==> config.mk <==
export PLATFORM = sky130hd
export DESIGN_NAME = eq_seq
export DESIGN_NICKNAME = d
export VERILOG_FILES = /design/src/rtl/eq_seq.sv
export SDC_FILE = /design/constraint.sdc
export NUM_CORES = 1
export LEC_CHECK = 0
export CAP_MARGIN = 20
export CORE_UTILIZATION = 45
export DETAILED_ROUTE_END_ITERATION = 10
export PLACE_DENSITY = 0.77
export SLEW_MARGIN = 20
export SYNTH_ARGS = -nofsm -noshare
export SYNTH_HDL_FRONTEND = slang
export SYNTH_HIERARCHICAL = 1
export SYNTH_SLANG_ARGS = --single-unit
==> constraint.sdc <==
create_clock -name iClk -period 1.75 [get_ports iClk]
set_clock_uncertainty 0.1 [all_clocks]
set_input_delay 0.2625 -clock iClk [delete_from_list [all_inputs] [get_ports iClk]]
set_output_delay 0.2625 -clock iClk [all_outputs]
set_load 0.1 [all_outputs]
==> src/rtl/eq_seq.sv <==
// eq_seq: bit-serial equality comparator, LSB first, one bit per cycle with early exit.
// Ports: iClk/iReset (async, active-high), iStart/iA/iB request, oBusy/oDone/oEq/oMisIdx status.
// Latency: DONE entered k+1 edges after accept (mismatch at bit k) or WIDTH edges (equal); iStart ignored while busy.

// eq1: single-bit equality cell, the only per-bit comparator used by eq_seq.
// Ports: iA, iB operand bits; oEq = 1 when they match.
// Purely combinational.
module eq1 (
  input  logic iA,
  input  logic iB,
  output logic oEq
);
  assign oEq = ~(iA ^ iB);
endmodule

module eq_seq #(
  parameter int WIDTH = 8
) (
  input  logic                     iClk,
  input  logic                     iReset,
  input  logic                     iStart,
  input  logic [WIDTH-1:0]         iA,
  input  logic [WIDTH-1:0]         iB,
  output logic                     oBusy,
  output logic                     oDone,
  output logic                     oEq,
  output logic [$clog2(WIDTH)-1:0] oMisIdx
);
  localparam int IW = $clog2(WIDTH);
  localparam logic [IW-1:0] LAST = IW'(WIDTH - 1);

  typedef enum logic [1:0] {IDLE, RUN, DONE} state_t;

  state_t           state;
  logic [WIDTH-1:0] a_sh;
  logic [WIDTH-1:0] b_sh;
  logic [IW-1:0]    idx;
  logic             bit_eq;

  // Operands are shifted right each RUN cycle, so bit 0 of the shift
  // registers is always captured bit [idx].
  eq1 u_eq1 (
    .iA  (a_sh[0]),
    .iB  (b_sh[0]),
    .oEq (bit_eq)
  );

  always_ff @(posedge iClk or posedge iReset) begin
    if (iReset) begin
      state   <= IDLE;
      a_sh    <= '0;
      b_sh    <= '0;
      idx     <= '0;
      oBusy   <= 1'b0;
      oDone   <= 1'b0;
      oEq     <= 1'b0;
      oMisIdx <= '0;
    end else begin
      case (state)
        IDLE: begin
          oDone <= 1'b0;
          if (iStart) begin
            a_sh  <= iA;
            b_sh  <= iB;
            idx   <= '0;
            oBusy <= 1'b1;
            state <= RUN;
          end
        end
        RUN: begin
          if (!bit_eq) begin
            // Early exit: remaining bits are never examined.
            state   <= DONE;
            oDone   <= 1'b1;
            oEq     <= 1'b0;
            oMisIdx <= idx;
          end else if (idx == LAST) begin
            state   <= DONE;
            oDone   <= 1'b1;
            oEq     <= 1'b1;
            oMisIdx <= '0;
          end else begin
            idx  <= idx + IW'(1);
            a_sh <= a_sh >> 1;
            b_sh <= b_sh >> 1;
          end
        end
        DONE: begin
          state <= IDLE;
          oDone <= 1'b0;
          oBusy <= 1'b0;
        end
        default: begin
          state <= IDLE;
          oDone <= 1'b0;
          oBusy <= 1'b0;
        end
      endcase
    end
  end
endmodule

## Yosys cells after proc, flatten, opt, wreduce, memory -nomap -nowiden

Cells that the tools add are included.

| storage, ports and cells | value |
|---|---|
| register bits after elaboration | 27 |
| latch bits | 0 |
| RAM bits | 0 |
| memory bits (read-only) | 0 |
| input port bits | 19 |
| output and inout port bits | 6 |
| word-level logic and storage cells | 48 |
| memories | 0 |

| cells by class | value |
|---|---|
| add/sub/neg operators | 1 |
| $mul | 0 |
| div/mod/pow operators | 0 |
| magnitude comparators | 0 |
| equal/unequal tests | 6 |
| shift-type cells | 0 |
| multiplexer cells | 24 |
| bitwise logic cells | 2 |
| reductions and logical operators | 7 |

Operator list:

| kind | number |
|---|---|
| 8-bit 2-to-1 mux | 6 |
| 8-bit one-hot mux with 2 select lines | 2 |
| 3-bit 2-to-1 mux | 5 |
| 2-bit 2-to-1 mux | 3 |
| 2-bit != test, second input constant | 3 |
| 3-bit one-hot mux with 2 select lines | 1 |
| 2-bit AND reduction | 3 |
| 1-bit 2-to-1 mux | 5 |
| 2-bit one-hot mux with 2 select lines | 1 |
| 4-bit AND reduction | 1 |
| 2-bit nonzero test | 2 |
| 3-bit by 1-bit adder with 3-bit output, second input constant | 1 |
| 3-bit == test, second input constant | 1 |
| 3-bit != test, second input constant | 1 |
| 2-bit by 1-bit == test with 1-bit output, second input constant | 1 |
| 2-bit logical NOT | 1 |
| 1-bit one-hot mux with 2 select lines | 1 |
| 1-bit NOT | 1 |
| 1-bit XOR | 1 |

## Logic depth before layout (Yosys ltp)

Gate-level depths: netlist of the first run.

| logic depth | value |
|---|---|
| depth after elaboration | 4 |
| depth in mapped cells | 6 |
| depth with buffers taken out | 5 |

## Hierarchy

Netlist of the first run, hierarchy kept.

By module, submodules not included:

| module | times used | cells an instance | area an instance (µm²) | seq. area each (µm²) |
|---|---|---|---|---|
| eq_seq | 1 | 93 | 1277.5 | 675.6 |
| eq1 | 1 | 1 | 8.8 | 0.0 |

## Worst setup path before layout of the first run

No wires, ideal clock.

| timing path | value |
|---|---|
| path type | register to register |
| start | reg idx[0] |
| end | reg a_sh[0] |
| setup time | 0.125 ns |
| data arrival time | 1.639 ns |
| data required time | 1.525 ns |
| path slack | -0.113 ns |
| cell stages (with the launch flop) | 7 |
| buffers on the path | 1 |
| period minus slack after synthesis | 1.863 ns |
| cells stage by stage | dfrtp_1 ha_1 ha_1 nand3b_1 a21oi_1 buf_2 mux2_2 |

| between the ends | value |
|---|---|
| longest elaborated chain between the ends | 3 |

RTL lines:

| item | RTL line | source |
|---|---|---|
| start, declared | 37 | `logic [IW-1:0] idx;` |
| start signal, assigned | 83 | `idx <= idx + IW'(1);` |
| 3-bit == test | 77 | `end else if (idx == LAST) begin` |
| 2-bit != test (no source line) | n/a |  |
| 4-bit AND reduction (no source line) | n/a |  |
| end signal, assigned | 63 | `a_sh <= iA;` |
| end signal, assigned | 84 | `a_sh <= a_sh >> 1;` |
| end, declared | 35 | `logic [WIDTH-1:0] a_sh;` |

Every way passes these cells.
A chain may end at the register's enable or synchronous reset.

## Worst setup path in the final report of the first run

| timing path | value |
|---|---|
| start | reg idx[1] |
| end | reg a_sh[3] |

The elaborated chain is that of the path after synthesis.

==> results.yml, run 1 <==
outcome:
  outcome: "finished with violations"
  violations: "setup timing"
job:
  maxCapViolCount: 0
clocking:
  htreeDepth: 1
  cts_buffers: 3
  holdBufCountCts: 0
  cts_tree: "yes"
  clockBufferDepth: 2
  clk_latency_ns: 0.31
  clkSlewWorstSetupHoldPaths_ns: 0.14
  cts.sink_count: 27
  cts-root-buf: "clkbuf_4"
synthesis:
  synth_area_per_cell_sq_um: 13.7
  yosys.area.top_type: "dfrtp_1"
  ys_async_sr_fraction_pct: 100
  synth_top_cell_area_share_pct: 52.5
  yosys_most_used_dff: "dfrtp_1"
  yosysSeqAreaShare_pct: 52.5
  synth_edf_count: 0
  ys_ff_latch: 27
  synth_area_leaders: "dfrtp_1 (53%), mux2_2 (16%), mux2_4 (13%), inv_1 (2.0%), a22o_1 (2.0%)"
  synthDistinctLibCells: 18
  ys_warn_count: 6
  synthesis.area_sq_um: 1290
  synth_cells: 94
  postSynthNetCount: 115
setup_path:
  critPathSlowestCell: "dfrtp_1"
  slowest_delay_ns: 0.42
  crit_required_ns: 1.86
  cp-end-kind: "register"
  path_class: "reg -> reg"
  critPathLaunchType: "register"
  path_cells: "ha_2 > ha_4 > nand3b_1 > a21oi_2 > buf_6 > mux2_2"
  path_max_fanout: 11
  arrival_ns: 1.96
sta:
  timing.fmax_mhz: 540
  setup_viol: 17
  grt_setup_unrepaired: "true"
  slew_headroom_pct: 78.0
  final.setup.worst_slack_ns: -0.102
  maxSlewViolCount: 0
  worstMarginPinSlew_ns: 0.330
  period_minus_slack_ns: 1.85
  post-route-period-util_pct: 106
  hold_viol_final: 0
  whs_ns: 0.187
final_layout:
  ff_latch_area_sq_um: 676
  nNetsFinal: 153
  nFillCells: 193
  drive_gt1_share_pct: 42.0
  diodes: 0
  multi_input_comb_area_sq_um: 591
  syn_to_final_growth_pct: 37.1
placement:
  place_hpwl_um: 1680
  gp_congestion: 0.754
  port_buffers: 24
detailed_routing:
  ant_nets: 0
  wl_per_cell_um: 14.4
  routed-via-count: 816
  drc: 0
  drt-total-wl_um: 2330
  drt_iter0_drc: 7
  via_per_inst: 5.04
  dr.pass1.iters: 4
pwr:
  vdd_drop_max_v: 0.00144
  powerDensity_nw_per_um2: 1840
  p_leak_uw: 0.000828
  total_power_uw: 3250
floorplanning:
  start_util_pct: 47.0
  core_sq_um: 2730
  fp.dieH_um: 55.5
  dieArea_sq_um: 3080
  dieWidth_um: 55.5
  ios: 25
  rows: 19
global_route:
  grt_max_degree: 28
  grt-ovfl-total: 0
  grt_pass1_wl_um: 3820
  grt_usage_pct: 16.1
  grt_pass1_vias: 827
  antenna_found_initial: 0
min_path:
  hp-class: "in -> async"
-- metal layers --
layer  vias up  track usage [%]  routed length, um
met3         2             3.28                 63
li1        395                -                  -
met2        12             23.2               1100
met4         0             6.79                 27
met1       407             23.5               1140
met5         -                0                  0
-- logic make-up (layout without fill, tap and decap cells) --
logic type	after synthesis	count (layout)	share of synthesized area, %
AO/OA/AOI/OAI	8	8	4.57
XOR/XNOR	1	1	0.681
adder cells (fa/ha/maj)	2	2	1.95
buffers and inverters	11	48	4.77
flip-flops	27	27	52.5
multiplexers	31	31	30.2
AND/OR/NAND/NOR	14	14	5.35
-- worst max-delay path, delay by kind of cell (launching register included) --
family                   cells  cell delay [ns]
AND/OR/NAND/NOR              1             0.17
adder cells (fa/ha/maj)      2             0.35
AO/OA/AOI/OAI                1             0.20
flip-flops                   1             0.42
multiplexers                 1             0.34
buffers and inverters        1             0.18
-- cell type report --
| cell class | count | area share [%] |
|---|---|---|
| clock buffers | 4 | 1.49 |
| inverters | 7 | 1.49 |
| multi-input cells | 56 | 33.5 |
| flip-flops and latches | 27 | 38.3 |
| well taps | 31 | 2.20 |
| repair buffers | 37 | 23.0 |
-- Yosys cell counts (2+ instances only) --
| cell | count |
|---|---|
| mux2_2 | 18 |
| mux2i_1 | 2 |
| mux2_4 | 11 |
| o2bb2ai_1 | 2 |
| buf_6 | 2 |
| nor2_1 | 6 |
| nand2b_1 | 3 |
| inv_1 | 7 |
| dfrtp_1 | 27 |
| nand2_1 | 3 |
| ha_1 | 2 |
| a22o_1 | 3 |
| a21oi_1 | 3 |
-- stage by stage --
stage | worst slack, ns | instance area, sq um | util [%] | setup TNS [ns] | std cells
finish | -0.102 | 1760 | 64.5 | -1.37 | 162
floorplan | 0.000301 | 1310 | - | 0 | 94
detailed placement | -0.0915 | 1680 | 61.5 | -1.13 | 156
global route | -0.191 | 1760 | 64.5 | -2.84 | 162
global placement | -0.0249 | 1680 | 61.5 | -0.292 | 156
CTS | -0.114 | 1710 | 62.5 | -1.50 | 160
-- where the power goes --
part / leakage (uW) / total (uW) / switching [uW] / internal [uW]
combinational: 0.000477 / 1910 / 855 / 1060
sequential: 0.000335 / 1080 / 181 / 897
clock: 0.0000150 / 262 / 173 / 88.9
-- worst paths after layout --
check	start	end	slack, ns	cells after the start
max	idx[1]	a_sh[3]	-0.10	6
min	iReset	idx[1]	0.19	3
max reg2reg	idx[1]	a_sh[3]	-0.10	6
min reg2reg	b_sh[7]	b_sh[7]	0.42	2
max in group asynchronous	iReset	a_sh[4]	1.12	3
min in group iClk	iB[7]	b_sh[7]	0.42	2
-- placed cells by master, fill, tap and decap left out, types with 3 or more instances in the layout --
cell	instances
dfrtp_1	27
clkdlybuf4s50_1	18
mux2_4	17
mux2_2	12
buf_4	11
inv_1	7
nor2_1	6
buf_12	6
nand2b_1	3
nand2_1	3
a22o_1	3
clkbuf_4	3
-- flip-flops by register name, summed over array words and instances (netlist names) --
signal   flops
b_sh         8
oBusy        1
idx          3
oDone        1
oMisIdx      3
oEq          1
a_sh         8
state        2
-- what timing repair did --
action | 4_1_cts | 5_1_grt
setup endpoints to repair | 15 | 17
setup buffers | 0 | 2
gates resized for setup | 0 | 9
hold endpoints to repair | 0 | 0
Power figures use the tool's default switching activity.
==> inputs of run 2 (changes only) <==
--- a/config.mk
+++ b/config.mk
@@ -5,10 +5,10 @@
 export SDC_FILE = /design/constraint.sdc
 export NUM_CORES = 1
 export LEC_CHECK = 0
-export CAP_MARGIN = 20
 export CORE_UTILIZATION = 45
 export DETAILED_ROUTE_END_ITERATION = 10
 export PLACE_DENSITY = 0.77
+export SKIP_CTS_REPAIR_TIMING = 1
 export SLEW_MARGIN = 20
 export SYNTH_ARGS = -nofsm -noshare
 export SYNTH_HDL_FRONTEND = slang
==> run 2 against run 1 <==
  * The run still ends with setup timing left
  * Via count up 0.74%
  * Setup slack better by 0.0028 ns
  * Clock power about the same
  * Cell count unchanged
  * Largest power group unchanged
==> results.yml, run 2 (same netlist as run 1, synthesis figures left out) <==
pwr:
  vdd_drop_max_v: 0.00138
  p_int_uw: 2040
  pwr-share-seq_pct: 33.1
  clock_power_share_pct: 8.0
  p_leak_uw: 0.000828
  power_switching_uw: 1210
  p_sw_share_pct: 37.3
  pwr-share-comb_pct: 58.8
  powerDensity_nw_per_um2: 1850
floorplanning:
  dieArea_sq_um: 3080
  dieWidth_um: 55.5
  ios: 25
  core_sq_um: 2730
  start_util_pct: 47.0
  rows: 19
  fp.dieH_um: 55.5
placement:
  port_buffers: 24
  postPlaceCellArea_sq_um: 1680
  gp_congestion: 0.754
  place_hpwl_um: 1680
final_layout:
  syn_to_final_growth_pct: 37.1
  nNetsFinal: 153
  reg_top3: "a_sh (8), b_sh (8)"
  final_cell_mix: "dfrtp_1 (27), clkdlybuf4s50_1 (18), mux2_4 (17)"
  diodes: 0
  layout_commonest_cell: "dfrtp_1"
  stdcell_area_sq_um: 1760
  drive_gt1_share_pct: 42.0
clocking:
  cts.sink_count: 27
  cts-root-buf: "clkbuf_4"
  clkSlewWorstSetupHoldPaths_ns: 0.14
  cts_tree: "yes"
  cts_buffers: 3
  clk_latency_ns: 0.31
  htreeDepth: 1
  clockBufferDepth: 2
setup_path:
  rr_endpoint: "b_sh[2]"
  crit_required_ns: 1.87
  r2r_slack_ns: -0.1
  cp-end-kind: "register"
  startpoint: "idx[1]"
  critPathSlowestCell: "dfrtp_1"
  endpoint: "b_sh[2]"
  rr_startpoint: "idx[1]"
  path_cells: "ha_2 > ha_4 > nand3b_1 > a21oi_2 > buf_6 > mux2_2"
  path_class: "reg -> reg"
  reg2reg_depth: 6
  path_max_fanout: 9
  slowest_delay_ns: 0.42
  arrival_ns: 1.97
  critPathLaunchType: "register"
detailed_routing:
  wl_per_cell_um: 14.7
  drt-total-wl_um: 2380
  drt_iter0_drc: 13
  dr.pass1.iters: 4
  routed-via-count: 822
  via_per_inst: 5.07
  drc: 0
  ant_nets: 0
sta:
  finalSetupTns_ns: -1.35
  maxSlewViolCount: 0
  final.setup.worst_slack_ns: -0.0992
  timing.fmax_mhz: 541
  worstMarginPinSlew_ns: 0.331
  setup_viol: 17
  hold_viol_final: 0
  period_minus_slack_ns: 1.85
  slew_headroom_pct: 78.0
  grt_setup_unrepaired: "true"
  post-route-period-util_pct: 106
outcome:
  violations: "setup timing"
  outcome: "finished with violations"
global_route:
  antenna_found_initial: 0
  grt_pass1_wl_um: 3810
  grt-ovfl-total: 0
  grt_max_degree: 28
  grt_usage_pct: 16.1
  grt_pass1_vias: 831
job:
  maxCapViolCount: 0
min_path:
  hp-class: "in -> async"
run 2: layer usage:
| layer | vias up | wire, um | GRT usage [%] |
|---|---|---|---|
| met2 | 14 | 1130 | 23.1 |
| met3 | 2 | 68 | 3.28 |
| met1 | 410 | 1150 | 23.7 |
| li1 | 396 | - | - |
| met4 | 0 | 26 | 6.79 |
| met5 | - | 0 | 0 |
run 2: layout make-up:
cell class / count / area (sq um)
clock buffers: 4 / 26.3
fillers: 197 / 971
inverters: 7 / 26.3
multi-input cells: 56 / 591
flip-flops and latches: 27 / 676
well taps: 31 / 38.8
repair buffers: 37 / 405
run 2: worst min-delay path by stage:
| stage | startpoint | endpoint | slack (ns) | cells after the start |
|---|---|---|---|---|
| after CTS | iReset | b_sh[3] | 0.20 | 3 |
| after detailed placement | a_sh[1] | a_sh[1] | 0.40 | 1 |
| after floorplan | iReset | a_sh[0] | 0.22 | 1 |
| after global routing | iReset | b_sh[4] | 0.22 | 3 |
| final | iReset | idx[1] | 0.19 | 3 |
| after global placement | a_sh[5] | a_sh[5] | 0.39 | 1 |
run 2: power by group through the flow:
| stage | sequential (uW) | combinational, uW | clock, uW |
|---|---|---|---|
| global placement | 1080 | 1700 | 0 |
| CTS | 1080 | 1760 | 271 |
| global route | 1110 | 2030 | 305 |
| floorplan | 1310 | 1070 | 0 |
| detailed placement | 1090 | 1750 | 0 |
| finish | 1080 | 1910 | 262 |
run 2: worst max-delay path, delay by kind of cell, from the launching register on:
family                   cells  cell delay (ns)
AND/OR/NAND/NOR              1             0.16
multiplexers                 1             0.34
AO/OA/AOI/OAI                1             0.20
buffers and inverters        1             0.18
adder cells (fa/ha/maj)      2             0.35
flip-flops                   1             0.42
run 2: metrics by stage:
stage                     worst slack, ns  instances  util (%)  power, uW  hold WS (ns)
after floorplan                  0.000301         94         -       2380         0.215
after global placement            -0.0249        156      61.5       2780         0.388
after detailed placement          -0.0915        156      61.5       2850         0.399
after CTS                          -0.114        160      62.5       3110         0.198
after global routing               -0.192        162      64.5       3450         0.216
final                             -0.0992        162      64.5       3250         0.188
==> inputs of run 3 (changes only) <==
--- a/config.mk
+++ b/config.mk
@@ -5,6 +5,7 @@
 export SDC_FILE = /design/constraint.sdc
 export NUM_CORES = 1
 export LEC_CHECK = 0
+export CORE_ASPECT_RATIO = 1.75
 export CORE_UTILIZATION = 45
 export DETAILED_ROUTE_END_ITERATION = 10
 export PLACE_DENSITY = 0.77
==> run 3 against run 2 <==
  * The run still ends with setup timing left
  * Largest cell class unchanged
  * Highest routed layer unchanged
  * Maximum frequency rose by 1.2%
  * Wire length shrank 2.8%
  * Sequential share of layout area rose by 0.38 points
  * Critical path type unchanged
==> results.yml, run 3 (same netlist as run 1, synthesis figures left out) <==
outcome:
  outcome: "finished with violations"
  violations: "setup timing"
setup_path:
  critPathSlowestCell: "dfrtp_1"
  slowest_delay_ns: 0.40
  path_max_fanout: 10
  cp-end-kind: "register"
  rr_startpoint: "idx[1]"
  reg2reg_depth: 6
  path_common_cell: "ha_2"
  path_buf_inv: 1
  crit_required_ns: 1.82
  r2r_slack_ns: -0.08
  cp_top_family: "flip-flops"
  arrival_ns: 1.89
  path_cells: "ha_2 > ha_2 > nand3b_1 > a21oi_2 > buf_4 > mux2_2"
  path_class: "reg -> reg"
  critPathLaunchType: "register"
  rr_endpoint: "b_sh[2]"
final_layout:
  final_cell_mix: "dfrtp_1 (27), mux2_2 (18), clkdlybuf4s50_1 (18)"
  diodes: 0
  syn_to_final_growth_pct: 35.7
  reg_top3: "a_sh (8), b_sh (8)"
  nNetsFinal: 152
  layout_commonest_cell: "dfrtp_1"
  drive_gt1_share_pct: 42.3
  utilization_pct: 64.1
  stdcell_area_sq_um: 1750
detailed_routing:
  dr.pass1.iters: 3
  drt-total-wl_um: 2310
  ant_nets: 0
  drt_iter0_drc: 14
  routed-via-count: 827
  via_per_inst: 5.27
  wl_per_cell_um: 14.7
  drc: 0
floorplanning:
  start_util_pct: 47.3
  ios: 25
  dieWidth_um: 42.4
  rows: 25
  core_sq_um: 2720
  dieArea_sq_um: 3080
  fp.dieH_um: 72.7
sta:
  grt_setup_unrepaired: "true"
  setup_viol: 17
  hold_viol_final: 0
  slew_headroom_pct: 77.1
  final.setup.worst_slack_ns: -0.0777
  maxSlewViolCount: 0
  timing.fmax_mhz: 547
  worstMarginPinSlew_ns: 0.343
  finalSetupTns_ns: -1.01
  period_minus_slack_ns: 1.83
  post-route-period-util_pct: 104
global_route:
  grt_pass1_vias: 892
  grt_usage_pct: 16.8
  grt-ovfl-total: 0
  antenna_found_initial: 0
  grt_pass1_wl_um: 3880
  grt_max_degree: 28
clocking:
  clockBufferDepth: 2
  cts_tree: "yes"
  clk_latency_ns: 0.27
  cts-root-buf: "clkbuf_8"
  cts.sink_count: 27
  htreeDepth: 1
  clkSlewWorstSetupHoldPaths_ns: 0.10
  cts_buffers: 3
placement:
  place_hpwl_um: 1810
  postPlaceCellArea_sq_um: 1700
  port_buffers: 24
  place_ws_ns: -0.0639
  gp_congestion: 0.733
pwr:
  p_int_uw: 2040
  vdd_drop_max_v: 0.000979
  p_leak_uw: 0.000808
  powerDensity_nw_per_um2: 1860
  power_switching_uw: 1200
  pwr-share-comb_pct: 55.6
  clock_power_share_pct: 11.1
  p_sw_share_pct: 37.1
  pwr-share-seq_pct: 33.3
min_path:
  hp-class: "in -> async"
job:
  maxCapViolCount: 0
[run 3: changes by cell type in the layout (fill, tap and decap cells not counted)]
cell | before | now
clkinvlp_4 | 0 | 1
clkbuf_1 | 1 | 0
mux2_2 | 12 | 18
clkbuf_8 | 0 | 3
mux2_4 | 17 | 11
ha_4 | 1 | 0
clkbuf_4 | 3 | 0
buf_12 | 6 | 7
buf_6 | 2 | 0
ha_2 | 1 | 2
[run 3: layer usage]
layer | up-vias | part of all wire (%) | global-route usage, %
met2 | 11 | 56 | 30.9
met3 | 2 | 1.9 | 2.23
li1 | 392 | - | -
met1 | 422 | 41 | 18.2
met4 | 0 | 1.1 | 8.33
met5 | - | 0 | 0
[run 3: final cells by class]
cell class                      instances  area [sq um]
Fill cell                             208           976
Sequential cell                        27           676
Multi-Input combinational cell         56           558
Timing Repair Buffer                   36           403
Clock buffer                            3          41.3
Tap cell                               27          33.8
Inverter                                7          26.3
Clock inverter                          1          7.51
[run 3: power by group through the flow]
| stage | combinational [uW] | sequential, uW | clock, uW |
|---|---|---|---|
| 6_report | 1800 | 1080 | 359 |
| 5_1_grt | 1910 | 1110 | 401 |
| 4_1_cts | 1820 | 1080 | 372 |
| 3_5_place_dp | 1810 | 1100 | 0 |
| 3_3_place_gp | 1770 | 1080 | 0 |
| 2_1_floorplan | 1070 | 1310 | 0 |
[run 3: worst max path at each step]
| stage | from | to | depth (start not counted) |
|---|---|---|---|
| detailed placement | idx[1] | b_sh[0] | 6 |
| global route | idx[1] | b_sh[4] | 6 |
| floorplan | idx[0] | a_sh[0] | 6 |
| finish | idx[1] | b_sh[2] | 6 |
| CTS | idx[1] | b_sh[2] | 6 |
| global placement | idx[1] | b_sh[5] | 6 |
[run 3: tightest hold or removal path: cells and delay by family]
family / cells / cell delay (ns)
buffers and inverters: 3 / 0.77
[run 3: metrics by stage]
step | total power, uW | instances | hold slack [ns]
floorplan | 2380 | 94 | 0.215
global placement | 2840 | 153 | 0.390
detailed placement | 2910 | 153 | 0.397
CTS | 3270 | 157 | 0.252
global route | 3420 | 157 | 0.284
finish | 3240 | 157 | 0.245
